## config.mk

```make
export PLATFORM = sky130hd
export DESIGN_NAME = avg_pool2x2_stream_flat
export DESIGN_NICKNAME = d
export VERILOG_FILES = /design/src/rtl/avg_pool2x2_stream_if.sv /design/src/rtl/avg_pool2x2_stream.sv /design/src/flat_wrapper.sv
export SDC_FILE = /design/constraint.sdc
export NUM_CORES = 1
export LEC_CHECK = 0
export ABC_AREA = 1
export BUFFER_PORTS_ARGS = -buffer_cell sky130_fd_sc_hd__buf_2
export CAP_MARGIN = 20
export CORE_UTILIZATION = 48
export CTS_BUF_LIST = sky130_fd_sc_hd__clkbuf_4
export DETAILED_ROUTE_END_ITERATION = 16
export HOLD_SLACK_MARGIN = 0.05
export PLACE_DENSITY_LB_ADDON = 0.2
export SLEW_MARGIN = 30
export SYNTH_ARGS = -nofsm -noshare
export SYNTH_HDL_FRONTEND = slang
export SYNTH_SLANG_ARGS = --single-unit
```

## constraint.sdc

```tcl
create_clock -name i_clk -period 5 [get_ports i_clk]
set_clock_uncertainty 0.15 [all_clocks]
set_input_delay 1 -clock i_clk [delete_from_list [all_inputs] [get_ports i_clk]]
set_output_delay 1 -clock i_clk [all_outputs]
set_load 0.01 [all_outputs]
```

## src/rtl/avg_pool2x2_stream_if.sv

```systemverilog
// Pixel-in / pooled-value-out stream bundle for avg_pool2x2_stream.
// master = upstream/consumer side (testbench or neighbouring stages), slave = pooling unit.
interface avg_pool2x2_stream_if #(
  parameter int DATA_WIDTH = 16
);
  logic                  mode;
  logic                  in_valid;
  logic                  in_sof;
  logic [DATA_WIDTH-1:0] in_data;
  logic                  out_valid;
  logic [DATA_WIDTH-1:0] out_data;
  logic                  frame_done;
  logic                  busy;

  modport master (
    output mode, in_valid, in_sof, in_data,
    input  out_valid, out_data, frame_done, busy
  );

  modport slave (
    input  mode, in_valid, in_sof, in_data,
    output out_valid, out_data, frame_done, busy
  );
endinterface

```

## src/rtl/avg_pool2x2_stream.sv

```systemverilog
// 2x2 stride-2 average/max pooling over a raster pixel stream; result registered one cycle after a window's 4th pixel.
// No backpressure: every pixel is accepted and every out_valid pulse must be taken downstream.
module avg_pool2x2_stream #(
  parameter int DATA_WIDTH = 16,
  parameter int IMG_W      = 28,
  parameter int IMG_H      = 28,
  parameter int ROUND_EN   = 0
) (
  input  logic                i_clk,
  input  logic                i_rst_n,
  avg_pool2x2_stream_if.slave s_if
);
  localparam int CW = (IMG_W > 2) ? $clog2(IMG_W) : 1;
  localparam int RW = (IMG_H > 2) ? $clog2(IMG_H) : 1;
  localparam int LD = IMG_W / 2;
  localparam int LW = (LD > 1) ? $clog2(LD) : 1;
  localparam logic [CW-1:0] COL_MAX = CW'(IMG_W - 1);
  localparam logic [RW-1:0] ROW_MAX = RW'(IMG_H - 1);
  localparam logic signed [DATA_WIDTH+1:0] RND = (ROUND_EN != 0) ? (DATA_WIDTH+2)'(2) : '0;

  typedef enum logic {S_IDLE, S_RUN} state_t;

  state_t                        r_state;
  state_t                        w_state_nxt;
  logic [CW-1:0]                 r_col;
  logic [RW-1:0]                 r_row;
  logic                          r_mode_q;
  logic signed [DATA_WIDTH-1:0]  r_hold;
  logic signed [DATA_WIDTH:0]    r_line [LD];
  logic                          r_out_valid;
  logic [DATA_WIDTH-1:0]         r_out_data;
  logic                          r_frame_done;

  logic [CW-1:0]                 w_col;
  logic [CW-1:0]                 w_col_nxt;
  logic [RW-1:0]                 w_row;
  logic [RW-1:0]                 w_row_nxt;
  logic                          w_col_last;
  logic                          w_row_last;
  logic                          w_origin;
  logic                          w_win_done;
  logic                          w_frame_end;
  logic [LW-1:0]                 w_idx;
  logic signed [DATA_WIDTH-1:0]  w_pix;
  logic signed [DATA_WIDTH:0]    w_pair_sum;
  logic signed [DATA_WIDTH:0]    w_pair_max;
  logic signed [DATA_WIDTH:0]    w_pair;
  logic signed [DATA_WIDTH:0]    w_lb;
  logic signed [DATA_WIDTH+1:0]  w_quad_sum;
  logic signed [DATA_WIDTH:0]    w_quad_max;
  logic signed [DATA_WIDTH-1:0]  w_result;

  // A start-of-frame pixel is treated as (0,0) whatever the counters say.
  assign w_col       = s_if.in_sof ? '0 : r_col;
  assign w_row       = s_if.in_sof ? '0 : r_row;
  assign w_col_last  = (w_col == COL_MAX);
  assign w_row_last  = (w_row == ROW_MAX);
  assign w_col_nxt   = w_col_last ? '0 : w_col + 1'b1;
  assign w_row_nxt   = w_col_last ? (w_row_last ? '0 : w_row + 1'b1) : w_row;
  assign w_origin    = (w_col == '0) && (w_row == '0);
  assign w_win_done  = s_if.in_valid && w_col[0] && w_row[0];
  assign w_frame_end = w_win_done && w_col_last && w_row_last;
  assign w_idx       = LW'(w_col >> 1);
  assign w_pix       = s_if.in_data;
  assign w_lb        = r_line[w_idx];

  always_comb begin
    w_pair_sum = {r_hold[DATA_WIDTH-1], r_hold} + {w_pix[DATA_WIDTH-1], w_pix};
    w_pair_max = (w_pix > r_hold) ? {w_pix[DATA_WIDTH-1], w_pix}
                                  : {r_hold[DATA_WIDTH-1], r_hold};
    w_pair     = r_mode_q ? w_pair_max : w_pair_sum;
    // Sums carry two guard bits so the 4-pixel total never wraps.
    w_quad_sum = {w_lb[DATA_WIDTH], w_lb} + {w_pair[DATA_WIDTH], w_pair} + RND;
    w_quad_max = (w_pair > w_lb) ? w_pair : w_lb;
    w_result   = r_mode_q ? DATA_WIDTH'(w_quad_max) : DATA_WIDTH'(w_quad_sum >>> 2);
  end

  always_ff @(posedge i_clk) begin
    if (!i_rst_n) begin
      r_state <= S_IDLE;
    end else begin
      r_state <= w_state_nxt;
    end
  end

  always_comb begin
    w_state_nxt = r_state;
    if (s_if.in_valid) begin
      w_state_nxt = (w_col_last && w_row_last) ? S_IDLE : S_RUN;
    end
  end

  always_ff @(posedge i_clk) begin
    if (!i_rst_n) begin
      r_col        <= '0;
      r_row        <= '0;
      r_mode_q     <= 1'b0;
      r_hold       <= '0;
      r_out_valid  <= 1'b0;
      r_out_data   <= '0;
      r_frame_done <= 1'b0;
    end else begin
      r_out_valid  <= 1'b0;
      r_frame_done <= 1'b0;
      if (s_if.in_valid) begin
        r_col <= w_col_nxt;
        r_row <= w_row_nxt;
        if (w_origin) begin
          r_mode_q <= s_if.mode;
        end
        if (!w_col[0]) begin
          r_hold <= w_pix;
        end
        if (w_win_done) begin
          r_out_valid  <= 1'b1;
          r_out_data   <= w_result;
          r_frame_done <= w_frame_end;
        end
      end
    end
  end

  // Entries are always written on an even row before the odd row reads them.
  always_ff @(posedge i_clk) begin
    if (s_if.in_valid && w_col[0] && !w_row[0]) begin
      r_line[w_idx] <= w_pair;
    end
  end

  assign s_if.out_valid  = r_out_valid;
  assign s_if.out_data   = r_out_data;
  assign s_if.frame_done = r_frame_done;
  assign s_if.busy       = (r_state == S_RUN);
endmodule

```

## src/flat_wrapper.sv

```systemverilog
// flat-port wrapper written by rule: the top's interface ports become plain ports
module avg_pool2x2_stream_flat 
#(
  parameter int DATA_WIDTH = 16,
  parameter int IMG_W      = 28,
  parameter int IMG_H      = 28,
  parameter int ROUND_EN   = 0
)
  (i_clk, i_rst_n, s_if_mode, s_if_in_valid, s_if_in_sof, s_if_in_data, s_if_out_valid, s_if_out_data, s_if_frame_done, s_if_busy);
  avg_pool2x2_stream_if #(.DATA_WIDTH(DATA_WIDTH)) s_if_i ();
  input  logic i_clk;
  input  logic i_rst_n;
  input wire logic [$bits(s_if_i.mode)-1:0] s_if_mode;
  input wire logic [$bits(s_if_i.in_valid)-1:0] s_if_in_valid;
  input wire logic [$bits(s_if_i.in_sof)-1:0] s_if_in_sof;
  input wire logic [$bits(s_if_i.in_data)-1:0] s_if_in_data;
  output wire logic [$bits(s_if_i.out_valid)-1:0] s_if_out_valid;
  output wire logic [$bits(s_if_i.out_data)-1:0] s_if_out_data;
  output wire logic [$bits(s_if_i.frame_done)-1:0] s_if_frame_done;
  output wire logic [$bits(s_if_i.busy)-1:0] s_if_busy;
  assign s_if_i.mode = s_if_mode;
  assign s_if_i.in_valid = s_if_in_valid;
  assign s_if_i.in_sof = s_if_in_sof;
  assign s_if_i.in_data = s_if_in_data;
  assign s_if_out_valid = s_if_i.out_valid;
  assign s_if_out_data = s_if_i.out_data;
  assign s_if_frame_done = s_if_i.frame_done;
  assign s_if_busy = s_if_i.busy;
  avg_pool2x2_stream #(.DATA_WIDTH(DATA_WIDTH), .IMG_W(IMG_W), .IMG_H(IMG_H), .ROUND_EN(ROUND_EN)) u_core (.i_clk(i_clk), .i_rst_n(i_rst_n), .s_if(s_if_i));
endmodule
```

==> qor.txt, run 1 <==
Post-CTS setup buffer count = 0
Minimum clock period after layout = 4.38 ns
Synthesized cell area = 0.0143 sq mm
Register area share after synthesis = 0.562
Comb pwr share = 0.203
Core ar. = 0.0291 sq mm
Critical path class = flip-flop to flip-flop
Vias in the first global route = 10700
Synth async-reset ratio = 0
Period utilisation layout = 0.877
Fmax achieved = 0.228 GHz
Die W = 175 um
Pwr Density = 367 mW/mm^2
GR Overflow Total = 0
Sink Count = 284
Worst-path fanout max = 18
Area delta synth->final = 13.4%
Chip height = 175 um
Syn Nets = 1510
Final Wtd Congestion = 0.950
First-pass GRT wire length = 58600 um
Total number of vias = 11100
Data arrival, critical path = 4.82 ns
Share of layout cells above drive strength 1 = 0.187
MaxCap Viol Count = 0
Setup TNS = 0 ns
Hold buffers post-CTS = 0
Critical Path Source Type = flip-flop
Vias/cell = 5.56
Initial antenna violation count = 1
Total GRT Usage = 0.249
Clock-pin slew on the worst setup and hold paths = 0.06 ns
Count of different cell masters after synthesis = 54
Port Buf Inserts = 39
Cells on worst reg2reg path = 24
Final wirelength = 37700 um
Remaining DRCs = 0
Sw Share = 0.300
Top post-synthesis cells by area = edfxtp_1 (50%), nand2_1 (6.9%), dfxtp_1 (6.4%), ha_1 (6.1%), a22oi_1 (4.8%)
YS warnings = 0
Reg power frac = 0.454
Leak pwr = 6.75 nW
CTS tree = done
HP Class = flip-flop to flip-flop
Switching pwr = 1.80 mW
Primary FF master, synth = edfxtp_1
Synth top area share = 0.498
Slew margin rel. = 0.406
WL per Instance = 19.0 um
Maximum number of pins on one net before global-route repair = 45
Fin Hold WS = 0.315 ns
Post_cts resized = 0
Clock power share = 0.343
CP required = 5.44 ns
Max Slew Vio Count = 0
Drt pass-1 iters = 5
Int Power = 4.18 mW
Status = completed
Top Ports = 40
Clk_lat worst skew = 0.70 ns
Final setup viols = 0
Htree depth = 3
Detailed Route Iter0 Violations = 980
CTS Buf Count = 76
Antenna-violating nets left = 0
DIE AREA = 0.0306 sq mm
Worst-Margin Slew = 0.889 ns
Top cell type by total area after synthesis = edfxtp_1
Clock Tree Root = clkbuf_4
Final Hold Viols = 0
Post-synth EDFFs = 238
RSZ-0062 raised after global routing = no
Worst vdd ir = 0.185 mV
Crit. End Element = flip-flop
Final nets = 1643
Number of synthesized register bits = 284
Hpwl dp = 26000 um
Mapped Avg Cell Area = 10.1 sq um
Hold Crit Depth = 2
FP Rows = 62
CTS Buffer Depth = 3
Fin util = 0.559
Syn Inst Count = 1418
Initial Util = 0.493
==> critical path, stage by stage (launching register included) <==
cell and delay (ns):
dfxtp_1 0.40, inv_1 0.06, ha_1 0.29, inv_1 0.10, nor3_4 0.22, inv_2 0.05, nor2_2 0.13, nand3_2 0.20
nand3_4 0.28, nand2_1 0.08, nand3_1 0.12, nand2_1 0.16, ha_1 0.40, nor2_1 0.18, inv_1 0.07, nor3_1 0.21
a21oi_1 0.15, o21bai_1 0.30, nand3_1 0.13, nand2_1 0.11, a21oi_1 0.06, o21ai_0 0.15, nand3_1 0.13, nand2_1 0.07
inv_1 0.03
==> per-layer routing <==
metal / GRT usage / routed length (um)
met3: 0.0440 / 2200
met2: 0.401 / 17600
met5: 0 / 0
met4: 0.0819 / 832
met1: 0.342 / 17000
==> cells by family after synthesis <==
family          synth area share
xor+xnor                 0.00366
compound gates             0.136
buf+inv                   0.0667
simple gates               0.169
fa+ha+maj                 0.0624
flops                      0.562
==> area by class of cell <==
cell class | count | area [sq um]
fillers | 2644 | 12800
flip-flops and latches | 284 | 8070
multi-input cells | 918 | 5360
clock buffers | 107 | 803
repair buffers | 108 | 776
inverters | 163 | 617
well taps | 384 | 480
clock inverters | 23 | 159
diodes | 1 | 2.50
==> metrics by stage <==
step	setup slack (ns)	instances	cell area, sq um	total power [mW]
after floorplan	0.401	1418	14300	3.56
after global placement	-0.0279	1857	15300	3.96
after detailed placement	0.0588	1857	15300	3.96
after CTS	0.702	1987	16300	6.02
after global routing	0.161	1988	16300	6.29
final	0.616	1988	16300	5.98
==> cell usage in the layout, fill, tap and decap left out, types with 46 or more instances in the layout <==
cell,instances
o21ai_0,77
ha_1,70
a22oi_1,91
inv_1,144
dfxtp_1,46
edfxtp_1,238
nand2_1,263
a21oi_1,87
nor2_1,84
clkbuf_4,107
nand3_1,81
buf_4,64
==> power by group through the flow <==
stage	Clock (mW)	Combinational, mW	Sequential, mW
final	2.05	1.22	2.71
after global routing	2.22	1.35	2.71
after CTS	2.11	1.20	2.71
after detailed placement	0	1.19	2.76
after global placement	0	1.19	2.76
after floorplan	0	0.796	2.76
==> path summary, 6_finish.rpt <==
path / from / endpoint / slack (ns)
worst min register to register: u_core.s_if.busy$_SDFFE_PN0P_ / u_core.s_if.busy$_SDFFE_PN0P_ / 0.32
worst max register to register: u_core.r_hold[12]$_SDFFE_PN0P_ / u_core.s_if.out_data[14]$_SDFFE_PN0P_ / 0.62
worst min-delay path: u_core.s_if.busy$_SDFFE_PN0P_ / u_core.s_if.busy$_SDFFE_PN0P_ / 0.32
worst max-delay path: u_core.r_hold[12]$_SDFFE_PN0P_ / u_core.s_if.out_data[14]$_SDFFE_PN0P_ / 0.62
==> flip-flops by register name, summed over array words and instances (netlist names) <==
signal                  cells
u_core.r_col                5
u_core.s_if.out_valid       1
u_core.r_hold              16
u_core.s_if.busy            1
u_core.s_if.out_data       16
u_core.r_mode_q             1
u_core.s_if.frame_done      1
u_core.r_line             238
u_core.r_row                5
==> cell usage after synthesis, types with 5 or more instances <==
master    count
or2_2         7
o22ai_1       7
a22oi_1      91
clkbuf_1     16
buf_6        13
nand2_1     263
o21ai_0      78
a22oi_2       5
buf_2        17
o31ai_1       5
nor2_1       94
inv_2        15
edfxtp_1    238
nand3_1      81
nor2_2       10
o21bai_1      7
nand4_1      24
o21ai_1       8
nand4_2       5
xor2_1        6
nor2_4        5
ha_1         70
a21oi_1      87
dfxtp_1      46
inv_1       144
buf_4         6
nor3_1       14
(Power assumes the default switching activity.)
==> run 2: changes to the inputs <==
==> constraint.sdc (replaced) <==
create_clock -name i_clk -period 5 [get_ports i_clk]
set_clock_uncertainty 0.15 [all_clocks]
set_input_delay 0.75 -clock i_clk [delete_from_list [all_inputs] [get_ports i_clk]]
set_output_delay 0.75 -clock i_clk [all_outputs]
set_load 0.01 [all_outputs]
==> run 2 against run 1 <==
Net effect: worst hold slack lost 0.14 ns; clock power is essentially flat; sequential power is essentially flat; combinational power is essentially flat; critical endpoint is now u_core.s_if.out_data[7]$_SDFFE_PN0P_; maximum frequency shrank 1.6%; routed wire length shrank 1.3%; largest cell class unchanged; critical path depth grew 2.
==> qor.txt, run 2 (same netlist as run 1, synthesis figures left out) <==
Status = completed (unchanged)
Total GRT Usage = 0.249 (about the same)
WL per Instance = 18.9 um (was 19.0 um)
Htree depth = 3 (unchanged)
Finished Cell Area = 0.0162 sq mm (was 0.0163 sq mm)
Initial antenna violation count = 1 (unchanged)
CTS tree = done (unchanged)
Crit. End Element = flip-flop (unchanged)
Max FFs per register = 238 (unchanged)
Post-CTS setup buffer count = 0 (unchanged)
Critical Path Source Type = flip-flop (unchanged)
Worst vdd ir = 0.214 mV (was 0.185 mV)
Hold buffers post-CTS = 0 (unchanged)
Maximum number of pins on one net before global-route repair = 51 (was 45)
Sink Count = 284 (unchanged)
Initial Util = 0.493 (unchanged)
Worst-path fanout max = 14 (was 18)
Area delta synth->final = 12.8% (was 13.4%)
Largest reg by FF count = u_core.r_line (unchanged)
CP dominant cell by count = nand2_1
Data arrival, critical path = 4.92 ns (was 4.82 ns)
GR Overflow Total = 0 (unchanged)
CTS Buffer Depth = 3 (unchanged)
Fin Hold WS = 0.177 ns (was 0.315 ns)
Core ar. = 0.0291 sq mm (unchanged)
Fill count = 2605 (was 2644)
Detailed Route Iter0 Violations = 929 (was 980)
Met1 Usage GRT = 0.344 (was 0.342)
Post_cts resized = 0 (unchanged)
Worst path bufs/invs = 7 (was 5)
Vias in the first global route = 10600 (was 10700)
MaxCap Viol Count = 0 (unchanged)
Die W = 175 um (unchanged)
First-pass GRT wire length = 58100 um (was 58600 um)
Final nets = 1633 (was 1643)
Cells on worst reg2reg path = 26 (was 24)
Pre-CTS setup slack = 0.175 ns (was 0.0588 ns)
Final Hold Viols = 0 (unchanged)
DIE AREA = 0.0306 sq mm (unchanged)
Slowest-stage cell, CP = ha_1 (was dfxtp_1)
PnR worst setup slack = 0.547 ns (was 0.616 ns)
Clock-pin slew on the worst setup and hold paths = 0.06 ns (about the same)
Commonest non-fill, non-tap cell in the layout = nand2_1 (unchanged)
M2 GR Usage = 0.389 (was 0.401)
M3 GR Usage = 0.0496 (was 0.0440)
Max incr delay on CP = 0.41 ns (was 0.40 ns)
Chip height = 175 um (unchanged)
Drt pass-1 iters = 6 (was 5)
Fin util = 0.557 (was 0.559)
Minimum clock period after layout = 4.45 ns (was 4.38 ns)
Final wirelength = 37200 um (was 37700 um)
Clock Tree Root = clkbuf_4 (unchanged)
Pwr Density = 370 mW/mm^2 (was 367 mW/mm^2)
Hold Crit Depth = 3 (was 2)
Fmax achieved = 0.225 GHz (was 0.228 GHz)
Antenna-violating nets left = 0 (unchanged)
Leak pwr = 6.71 nW (was 6.75 nW)
Top delay family on crit path = simple AND/OR/NAND/NOR gates (unchanged)
Final setup viols = 0 (unchanged)
Final Wtd Congestion = 0.940 (was 0.950)
Worst-Margin Slew = 0.716 ns (was 0.889 ns)
Share of layout cells above drive strength 1 = 0.182 (was 0.187)
CP required = 5.47 ns (was 5.44 ns)
Total number of vias = 10800 (was 11100)
FP Rows = 62 (unchanged)
Max Slew Vio Count = 0 (unchanged)
GR peak layer = met2 (unchanged)
Remaining DRCs = 0 (unchanged)
Vias/cell = 5.50 (was 5.56)
Most frequent cells in the layout = nand2_1 (263), edfxtp_1 (238), inv_1 (144) (unchanged)
RSZ-0062 raised after global routing = no (unchanged)
Critical path class = flip-flop to flip-flop (unchanged)
Period utilisation layout = 0.891 (was 0.877)
Placed inst area = 0.0152 sq mm (was 0.0153 sq mm)
Levels on crit path = 26 (was 24)
Port Buf Inserts = 39 (unchanged)
Clk_lat worst skew = 0.71 ns (was 0.70 ns)
HP Class = input port to flip-flop (was flip-flop to flip-flop)
CTS Buf Count = 74 (was 76)
Slew margin rel. = 0.520 (was 0.406)
Setup TNS = 0 ns (unchanged)
Hpwl dp = 26200 um (was 26000 um)
Top Ports = 40 (unchanged)
-- run 2: cell types whose count changed in the layout (fill, tap and decap cells not counted), sizes merged --
cell | previous run | this run
bufinv | 2 | 4
clkbuf | 107 | 101
inv | 163 | 162
clkinv | 20 | 18
clkinvlp | 1 | 0
buf | 108 | 100
-- run 2: layout make-up --
type                       instances  area (sq um)  share of cell area
sequential                       284          8070               0.498
multi-input combinational        918          5360               0.331
clock buffer                     101           758              0.0468
timing repair buffer             100           703              0.0434
inverter                         163           617              0.0381
tap                              384           480              0.0297
clock inverter                    21           199              0.0123
antenna                            1          2.50            0.000155
-- run 2: report_power, final --
group | switching (mW) | leakage, nW | total [mW] | internal, mW
clock network | 0.943 | 0.563 | 2.08 | 1.14
registers | 0.0123 | 2.52 | 2.71 | 2.70
logic | 0.819 | 3.63 | 1.20 | 0.377
-- run 2: through the flow --
step / std cells / total power [mW]
6_report: 1972 / 5.99
5_1_grt: 1972 / 6.28
4_1_cts: 1971 / 6.03
3_5_place_dp: 1849 / 3.94
3_3_place_gp: 1849 / 3.94
2_1_floorplan: 1418 / 3.56
-- run 2: worst paths after layout --
kind	start	end	slack, ns
worst min-delay path	s_if_in_data[6]	u_core.r_hold[6]$_SDFFE_PN0P_	0.18
worst min register to register	u_core.s_if.busy$_SDFFE_PN0P_	u_core.s_if.busy$_SDFFE_PN0P_	0.32
worst max-delay path	u_core.r_hold[13]$_SDFFE_PN0P_	u_core.s_if.out_data[7]$_SDFFE_PN0P_	0.55
worst max register to register	u_core.r_hold[13]$_SDFFE_PN0P_	u_core.s_if.out_data[7]$_SDFFE_PN0P_	0.55
-- run 2: per-layer routing --
layer  part of all wire  vias up
met5                  0        -
met2               0.46      314
met3              0.063       71
met4              0.027        0
met1               0.45     5187
li1                   -     5268
-- run 2: worst min-delay path: stages --
cell,delay [ns]
buf_2,0.12
inv_1,0.07
a21oi_1,0.06
